===== config.mk =====
export PLATFORM = sky130hd
export DESIGN_NAME = pmem_arbiter
export DESIGN_NICKNAME = d
export VERILOG_FILES = /design/src/rtl/pmem_arbiter.sv
export SDC_FILE = /design/constraint.sdc
export NUM_CORES = 1
export LEC_CHECK = 0
export ABC_CLOCK_PERIOD_IN_PS = 1900
export BUFFER_PORTS_ARGS = -buffer_cell sky130_fd_sc_hd__clkbuf_2
export CAP_MARGIN = 20
export CORE_AREA = 5 5 267 269
export CTS_BUF_LIST = sky130_fd_sc_hd__clkbuf_8
export DETAILED_ROUTE_END_ITERATION = 10
export DIE_AREA = 0 0 272 274
export PLACE_DENSITY = 0.35
export SLEW_MARGIN = 25
export SYNTH_ARGS = -nofsm -noshare
export SYNTH_HDL_FRONTEND = slang
export SYNTH_SLANG_ARGS = --single-unit

===== constraint.sdc =====
create_clock -name clk -period 1.9 [get_ports clk]
set_input_delay 0.095 -clock clk [delete_from_list [all_inputs] [get_ports clk]]
set_output_delay 0.095 -clock clk [all_outputs]
set_load 0.01 [all_outputs]

===== src/rtl/pmem_arbiter.sv =====
//------------------------------------------------------------------------------
// Module   : pmem_arbiter
// Purpose  : Shares one physical-memory port between the read-only I-cache
//            and the read/write D-cache. One requester is granted at a time,
//            the grant is held until memory signals completion, the response
//            is routed only to the granted cache, and a one-cycle idle gap
//            separates consecutive transactions.
// Ports    : clk, reset           - clock, synchronous active-high reset
//            i_pmem_*             - I-cache side (read request, address,
//                                   returned line data, completion)
//            d_pmem_*             - D-cache side (read / write-back request,
//                                   address, write data, returned line data,
//                                   completion)
//            pmem_*               - physical memory side (strobes, address,
//                                   write data, read data, completion)
// Options  : ARB_ROUND_ROBIN_EN  - when defined, simultaneous I/D requests
//                                   alternate via a 1-bit priority register
//                                   (reset D-first); otherwise the D-cache
//                                   always wins.
// Revision : 1.0 - initial release
//------------------------------------------------------------------------------
`default_nettype none

module pmem_arbiter #(
    parameter int ADDR_W = 16,
    parameter int LINE_W = 128
) (
    input  logic              clk,
    input  logic              reset,
    // I-cache side
    input  logic              i_pmem_read,
    input  logic [ADDR_W-1:0] i_pmem_address,
    output logic [LINE_W-1:0] i_pmem_rdata,
    output logic              i_pmem_resp,
    // D-cache side
    input  logic              d_pmem_read,
    input  logic              d_pmem_write,
    input  logic [ADDR_W-1:0] d_pmem_address,
    input  logic [LINE_W-1:0] d_pmem_wdata,
    output logic [LINE_W-1:0] d_pmem_rdata,
    output logic              d_pmem_resp,
    // Physical memory side
    output logic              pmem_read,
    output logic              pmem_write,
    output logic [ADDR_W-1:0] pmem_address,
    output logic [LINE_W-1:0] pmem_wdata,
    input  logic [LINE_W-1:0] pmem_rdata,
    input  logic              pmem_resp
);

    localparam logic [1:0] c_idle_s    = 2'd0;
    localparam logic [1:0] c_icache_s  = 2'd1;
    localparam logic [1:0] c_dcache_s  = 2'd2;
    localparam logic [1:0] c_release_s = 2'd3;

    logic [1:0] r_state;
    logic [1:0] w_state_next;

    logic w_d_req;
    logic w_grant_d;
    logic w_grant_i;

    assign w_d_req = d_pmem_read | d_pmem_write;

    // Read data needs no steering: each cache only samples it while its own
    // resp is high, and only the granted cache ever sees resp.
    assign i_pmem_rdata = pmem_rdata;
    assign d_pmem_rdata = pmem_rdata;

`ifdef ARB_ROUND_ROBIN_EN
    // 1 = I-cache wins the next tie, 0 = D-cache wins the next tie.
    logic r_prio_i;

    // A lone requester is always granted; the priority bit only breaks ties.
    assign w_grant_d = w_d_req & (~i_pmem_read | ~r_prio_i);
    assign w_grant_i = i_pmem_read & ~w_grant_d;

    always_ff @(posedge clk) begin
        if (reset) begin
            r_prio_i <= 1'b0;
        end else if (r_state == c_idle_s) begin
            if (w_grant_d) begin
                r_prio_i <= 1'b1;
            end else if (w_grant_i) begin
                r_prio_i <= 1'b0;
            end
        end
    end
`else
    // Fixed priority: a D-cache miss stalls the memory stage, whereas an
    // I-cache miss only stalls fetch, so the D-cache always wins a tie.
    assign w_grant_d = w_d_req;
    assign w_grant_i = i_pmem_read & ~w_d_req;
`endif

    always_ff @(posedge clk) begin
        if (reset) begin
            r_state <= c_idle_s;
        end else begin
            r_state <= w_state_next;
        end
    end

    always_comb begin
        w_state_next = r_state;
        pmem_read    = 1'b0;
        pmem_write   = 1'b0;
        pmem_address = '0;
        pmem_wdata   = '0;
        i_pmem_resp  = 1'b0;
        d_pmem_resp  = 1'b0;

        case (r_state)
            c_idle_s: begin
                // pmem_resp is deliberately ignored here.
                if (w_grant_d) begin
                    w_state_next = c_dcache_s;
                end else if (w_grant_i) begin
                    w_state_next = c_icache_s;
                end
            end

            c_icache_s: begin
                // If the I-cache drops its request early the strobe follows
                // it, but the grant is held until memory completes.
                pmem_read    = i_pmem_read;
                pmem_address = i_pmem_address;
                i_pmem_resp  = pmem_resp;
                if (pmem_resp) begin
                    w_state_next = c_release_s;
                end
            end

            c_dcache_s: begin
                // A write-back takes precedence over a read if both are set.
                pmem_write   = d_pmem_write;
                pmem_read    = d_pmem_read & ~d_pmem_write;
                pmem_address = d_pmem_address;
                pmem_wdata   = d_pmem_wdata;
                d_pmem_resp  = pmem_resp;
                if (pmem_resp) begin
                    w_state_next = c_release_s;
                end
            end

            c_release_s: begin
                // Gap cycle: the finished cache drops its request and memory
                // observes a deasserted strobe before the next grant.
                w_state_next = c_idle_s;
            end

            default: begin
                w_state_next = c_idle_s;
            end
        endcase
    end

endmodule

`default_nettype wire


Word level (Yosys, flattened, before mapping)
Cells that the tools add are included.

Register bits after elaboration: 2. Latch bits: 0. Bits in writable memories: 0. Bits in read-only memories: 0. Input port bits: 294. Output and inout port bits: 404. Logic and storage cells: 24. Memories: 0.

Add/sub/neg operators: 0. Multiply operators: 0. Div/mod/pow operators: 0. $lt $le $gt $ge: 0. Eq/ne operators: 5. Shift operators: 0. Muxes and demuxes: 10. Bitwise logic cells: 5. Reductions and logical operators: 3.

Operators with widths (number): 128-bit 2-to-1 mux (1); 16-bit case mux with 2 select lines (1); 2-bit 2-to-1 mux (3); 2-bit case mux with 3 select lines (1); 2-bit == test, second input constant (2); 1-bit 2-to-1 mux (3); 3-bit != test, second input constant (1); 1-bit AND (2); 2-bit by 1-bit == test with 1-bit output, second input constant (1); 2-bit logical NOT (1); 2-bit by 1-bit != test with 1-bit output, second input constant (1); 1-bit NOT (2); 1-bit case mux with 2 select lines (1); 2-bit AND reduction (1); 2-bit OR reduction (1); 1-bit bitwise OR (1).

Longest topological paths before layout
Word-level depth: 6. Gate-level depth with buffers: 7. Gate-level depth less buffers: 5.

Worst setup path after synthesis
Ideal clock, no wire load.

Kind: register to register. From: register r_state[0]. To: register r_state[0]. Setup time: 122 ps. Arrival: 1335 ps. Data required time: 1778 ps. Slack: 444 ps. Cell stages (with the launch flop): 6. Buffers on the path: 1. Period minus slack after synthesis: 1456 ps. Cell sequence: dfxtp_1 > inv_1 > ha_1 > buf_2 > mux2_2 > o311a_1.

Longest elaborated chain between the ends: 4. Elaborated cells on any way between the ends: 9. Those cells by class: eq/ne: 5; mux: 1; reduce/logical: 3.

Ends and longest elaborated chain: start: declaration (RTL line 56) `logic [1:0] r_state;`; start signal: assignment (RTL line 98) `r_state <= c_idle_s;`; start signal: assignment (RTL line 100) `r_state <= w_state_next;`; 2-bit == test or 2-bit by 1-bit == test with 1-bit output (tied branches) (RTL line 113) `case (r_state)`; 2-bit OR reduction (no source line); 2-bit by 1-bit != test with 1-bit output (no source line); 2-bit AND reduction (no source line).

Parallel ways exist; a longest one is shown, timed or not. A chain may end at the register's enable or synchronous reset.

Worst setup path in the final report
From: register r_state[0]. To: output port pmem_address[1].

Longest elaborated chain between the ends: 2. Elaborated cells on any way between the ends: 3. Those cells by class: eq/ne: 2; mux: 1.

Ends and longest elaborated chain: 2-bit == test or 2-bit by 1-bit == test with 1-bit output (tied branches) (RTL line 113); 16-bit case mux with 2 select lines * (RTL line 113); end: declaration (RTL line 45) `output logic [ADDR_W-1:0] pmem_address,`.

Mark *: on every way between the ends. The rest lies on a longest branch, timed or not.

==> run_results.csv <==
group,metric,value,unit
status,status,"completed",
finish,syn2layout_area_growth,23.9,%
route,drtAntennaViolNets,0,
timing,clock.fmax,581,MHz
clocking,clockBufferDepth,2,
timing,tightest_slew,0.368,ns
power_and_ir_drop,p_leak,1.92,nW
setup_path,reg2reg_slack,0.36,ns
synthesis,syn_avg_cell_area,7.01,µm²
clocking,cts_root_buf,"clkbuf_8",
timing,clock_skew,0.00114,ns
grt,overflow,0,
timing,relSlewSlack,0.754,
synthesis,yosysWarnings,0,
route,drc,0,
die,pin_count,698,
timing,final.setup.tns,0,ns
route,routedWlPerCell,11.8,µm
synthesis,synth_top_area_cell,"buf_4",
synthesis,synthFlopType,"dfxtp_1",
setup_path,end_kind,"output port",
synthesis,ys_seq_elements,2,
route,drt-total-wl,16500,µm
finish,n_fill_cell,8059,
clocking,cts_buffers,3,
route,drt-vias-per-instance,2.10,
setup_path,path_cells,"inv_1 -> ha_4 -> buf_12 -> a22oi_1 -> nor2b_1 -> clkbuf_2",
timing,finalCritPeriodShare,0.907,
clocking,cts_setup_buffers,0,
clocking,htree_levels,1,
finish,finish.utilization,0.0587,
setup_path,cp.buffers_inverters,3,
setup_path,cp.arrival,1.63,ns
grt,grt_max_degree,78,
grt,grt_usage,0.0402,
finish,largest_register_ffs,2,
setup_path,required,1.80,ns
timing,hold_viol_final,0,
die,start_util,0.0474,
power_and_ir_drop,peakVddDrop,0.464,mV
worst_hold_path,hold_path.class,"in2reg",
synthesis,synthesis.area,3240,µm²
power_and_ir_drop,seqPwrFrac,0.025,
finish,fin_nets,806,
die,fp.coreArea,68300,µm²
synthesis,seq_area_frac_synth,0.0124,
placement,placed_area,3960,µm²
finish,drive_gt1_frac,0.640,
timing,period_minus_slack,1.72,ns
finish,final_common_cell,"clkbuf_2",
placement,routabilityCongestion,0.761,
setup_path,path_delay_family,"buffers and inverters",
timing,rsz0062_at_grt,"no",
power_and_ir_drop,pwr_density_cell,777,nW/µm²
placement,port_buffers,313,
finish,postLayoutCellArea,4020,µm²
power_and_ir_drop,clkPwrFrac,0.053,
finish,final_cell_mix,"clkbuf_2, and2_1, nor2b_1, a22oi_1",
power_and_ir_drop,power.internal,0.00146,W
timing,fin_hold_ws,0.0771,ns
setup_path,cp-start-kind,"register",
synthesis,ys_async_sr_fraction,0,
timing,slew_violations,0,
synthesis,ys_types,18,
route,vias,2920,
synthesis,synth-edff-count,0,
placement,hpwlAfterDp,14700,µm
clocking,cts_hold_buffers,0,
finish,top_register,"r_state",
route,initialDrtViolationCount,24,
synthesis,syn-num-nets,760,
clocking,clock_latency,0.21,ns
grt,antenna_found_initial,5,
setup_path,critical_path.max_stage_delay,0.30,ns
finish,register_area,40.0,µm²
synthesis,synthTopCellsByArea,"buf_4, and2_1, a22oi_1",
die,num_rows,96,
timing,setup_viol,0,
finish,multi_input_area,1200,µm²
clocking,cts_tree,"done",
die,die_area,74500,µm²
clocking,cts_num_sinks,2,
power_and_ir_drop,p_sw_frac,0.531,
finish,reg_top3,"r_state x2",
setup_path,critPathSlowestCell,"dfxtp_1",
run,maxCapViolations,0,
setup_path,crit_fanout,71,
grt,grt_pass1_wl,21100,µm
setup_path,critPathKind,"reg2out",
synthesis,synth_top_area_share,0.593,
route,first_pass_iters,4,
die,die_x,272,µm
power_and_ir_drop,combPwrFrac,0.922,
clocking,cts_resized,0,
power_and_ir_drop,power.switching,0.00166,W
synthesis,synthCells,462,
clocking,path_clk_slew,0.03,ns
die,die_height,274,µm
grt,grt_pass1_vias,3078,
cell type report:
type                       instances  share of cell area
clock buffer                       3              0.0103
antenna                            3             0.00187
inverter                           3             0.00280
multi-input combinational        181               0.299
tap                              882               0.275
timing repair buffer             317               0.402
sequential                         2             0.00997
synthesized netlist by cell type, types with 2 or more instances:
library cell	instances
buf_4	256
and2_1	131
nor2b_1	17
a22oi_1	16
clkbuf_1	15
buf_2	5
ha_1	4
inv_1	3
o21ai_0	3
dfxtp_1	2
nand2_1	2
nor2_1	2
power groups by stage:
stage | registers, W | clock network [W] | logic [W]
floorplan | 0.0000719 | 0 | 0.00217
global placement | 0.0000774 | 0 | 0.00296
detailed placement | 0.0000804 | 0 | 0.00296
CTS | 0.0000796 | 0.000172 | 0.00297
global route | 0.0000827 | 0.000180 | 0.00320
finish | 0.0000789 | 0.000165 | 0.00288
kinds of logic (layout without fill, tap and decap cells):
| logic type | Yosys count | in the layout | synth area share |
|---|---|---|---|
| AO/OA/AOI/OAI | 22 | 22 | 0.0498 |
| adder cells (fa/ha/maj) | 4 | 4 | 0.0154 |
| buffers and inverters | 279 | 323 | 0.622 |
| flip-flops | 2 | 2 | 0.0124 |
| multiplexers | 1 | 1 | 0.00347 |
| other | 0 | 3 | 0 |
| AND/OR/NAND/NOR | 154 | 154 | 0.297 |
metal layers:
layer	track usage	share of wire
met1	0.0258	0.23
met5	0	0.0019
met3	0.0298	0.21
met2	0.0739	0.49
met4	0.0326	0.073
stage by stage:
step                      setup WS (ns)  cells  power, W
after floorplan                   0.444    462   0.00224
after global placement            0.371   1385   0.00303
after detailed placement          0.328   1385   0.00304
after CTS                         0.103   1388   0.00323
after global routing             0.0211   1389   0.00347
final                             0.178   1391   0.00312
worst paths after layout:
| kind | start | end | depth (start not counted) |
|---|---|---|---|
| max | r_state[0]$_SDFFE_PP0P_ | pmem_address[1] | 6 |
| max reg2reg | r_state[1]$_SDFFE_PP0P_ | r_state[1]$_SDFFE_PP0P_ | 5 |
| min reg2reg | r_state[1]$_SDFFE_PP0P_ | r_state[1]$_SDFFE_PP0P_ | 2 |
| min | reset | r_state[1]$_SDFFE_PP0P_ | 2 |
Power figures use the tool's default switching activity.
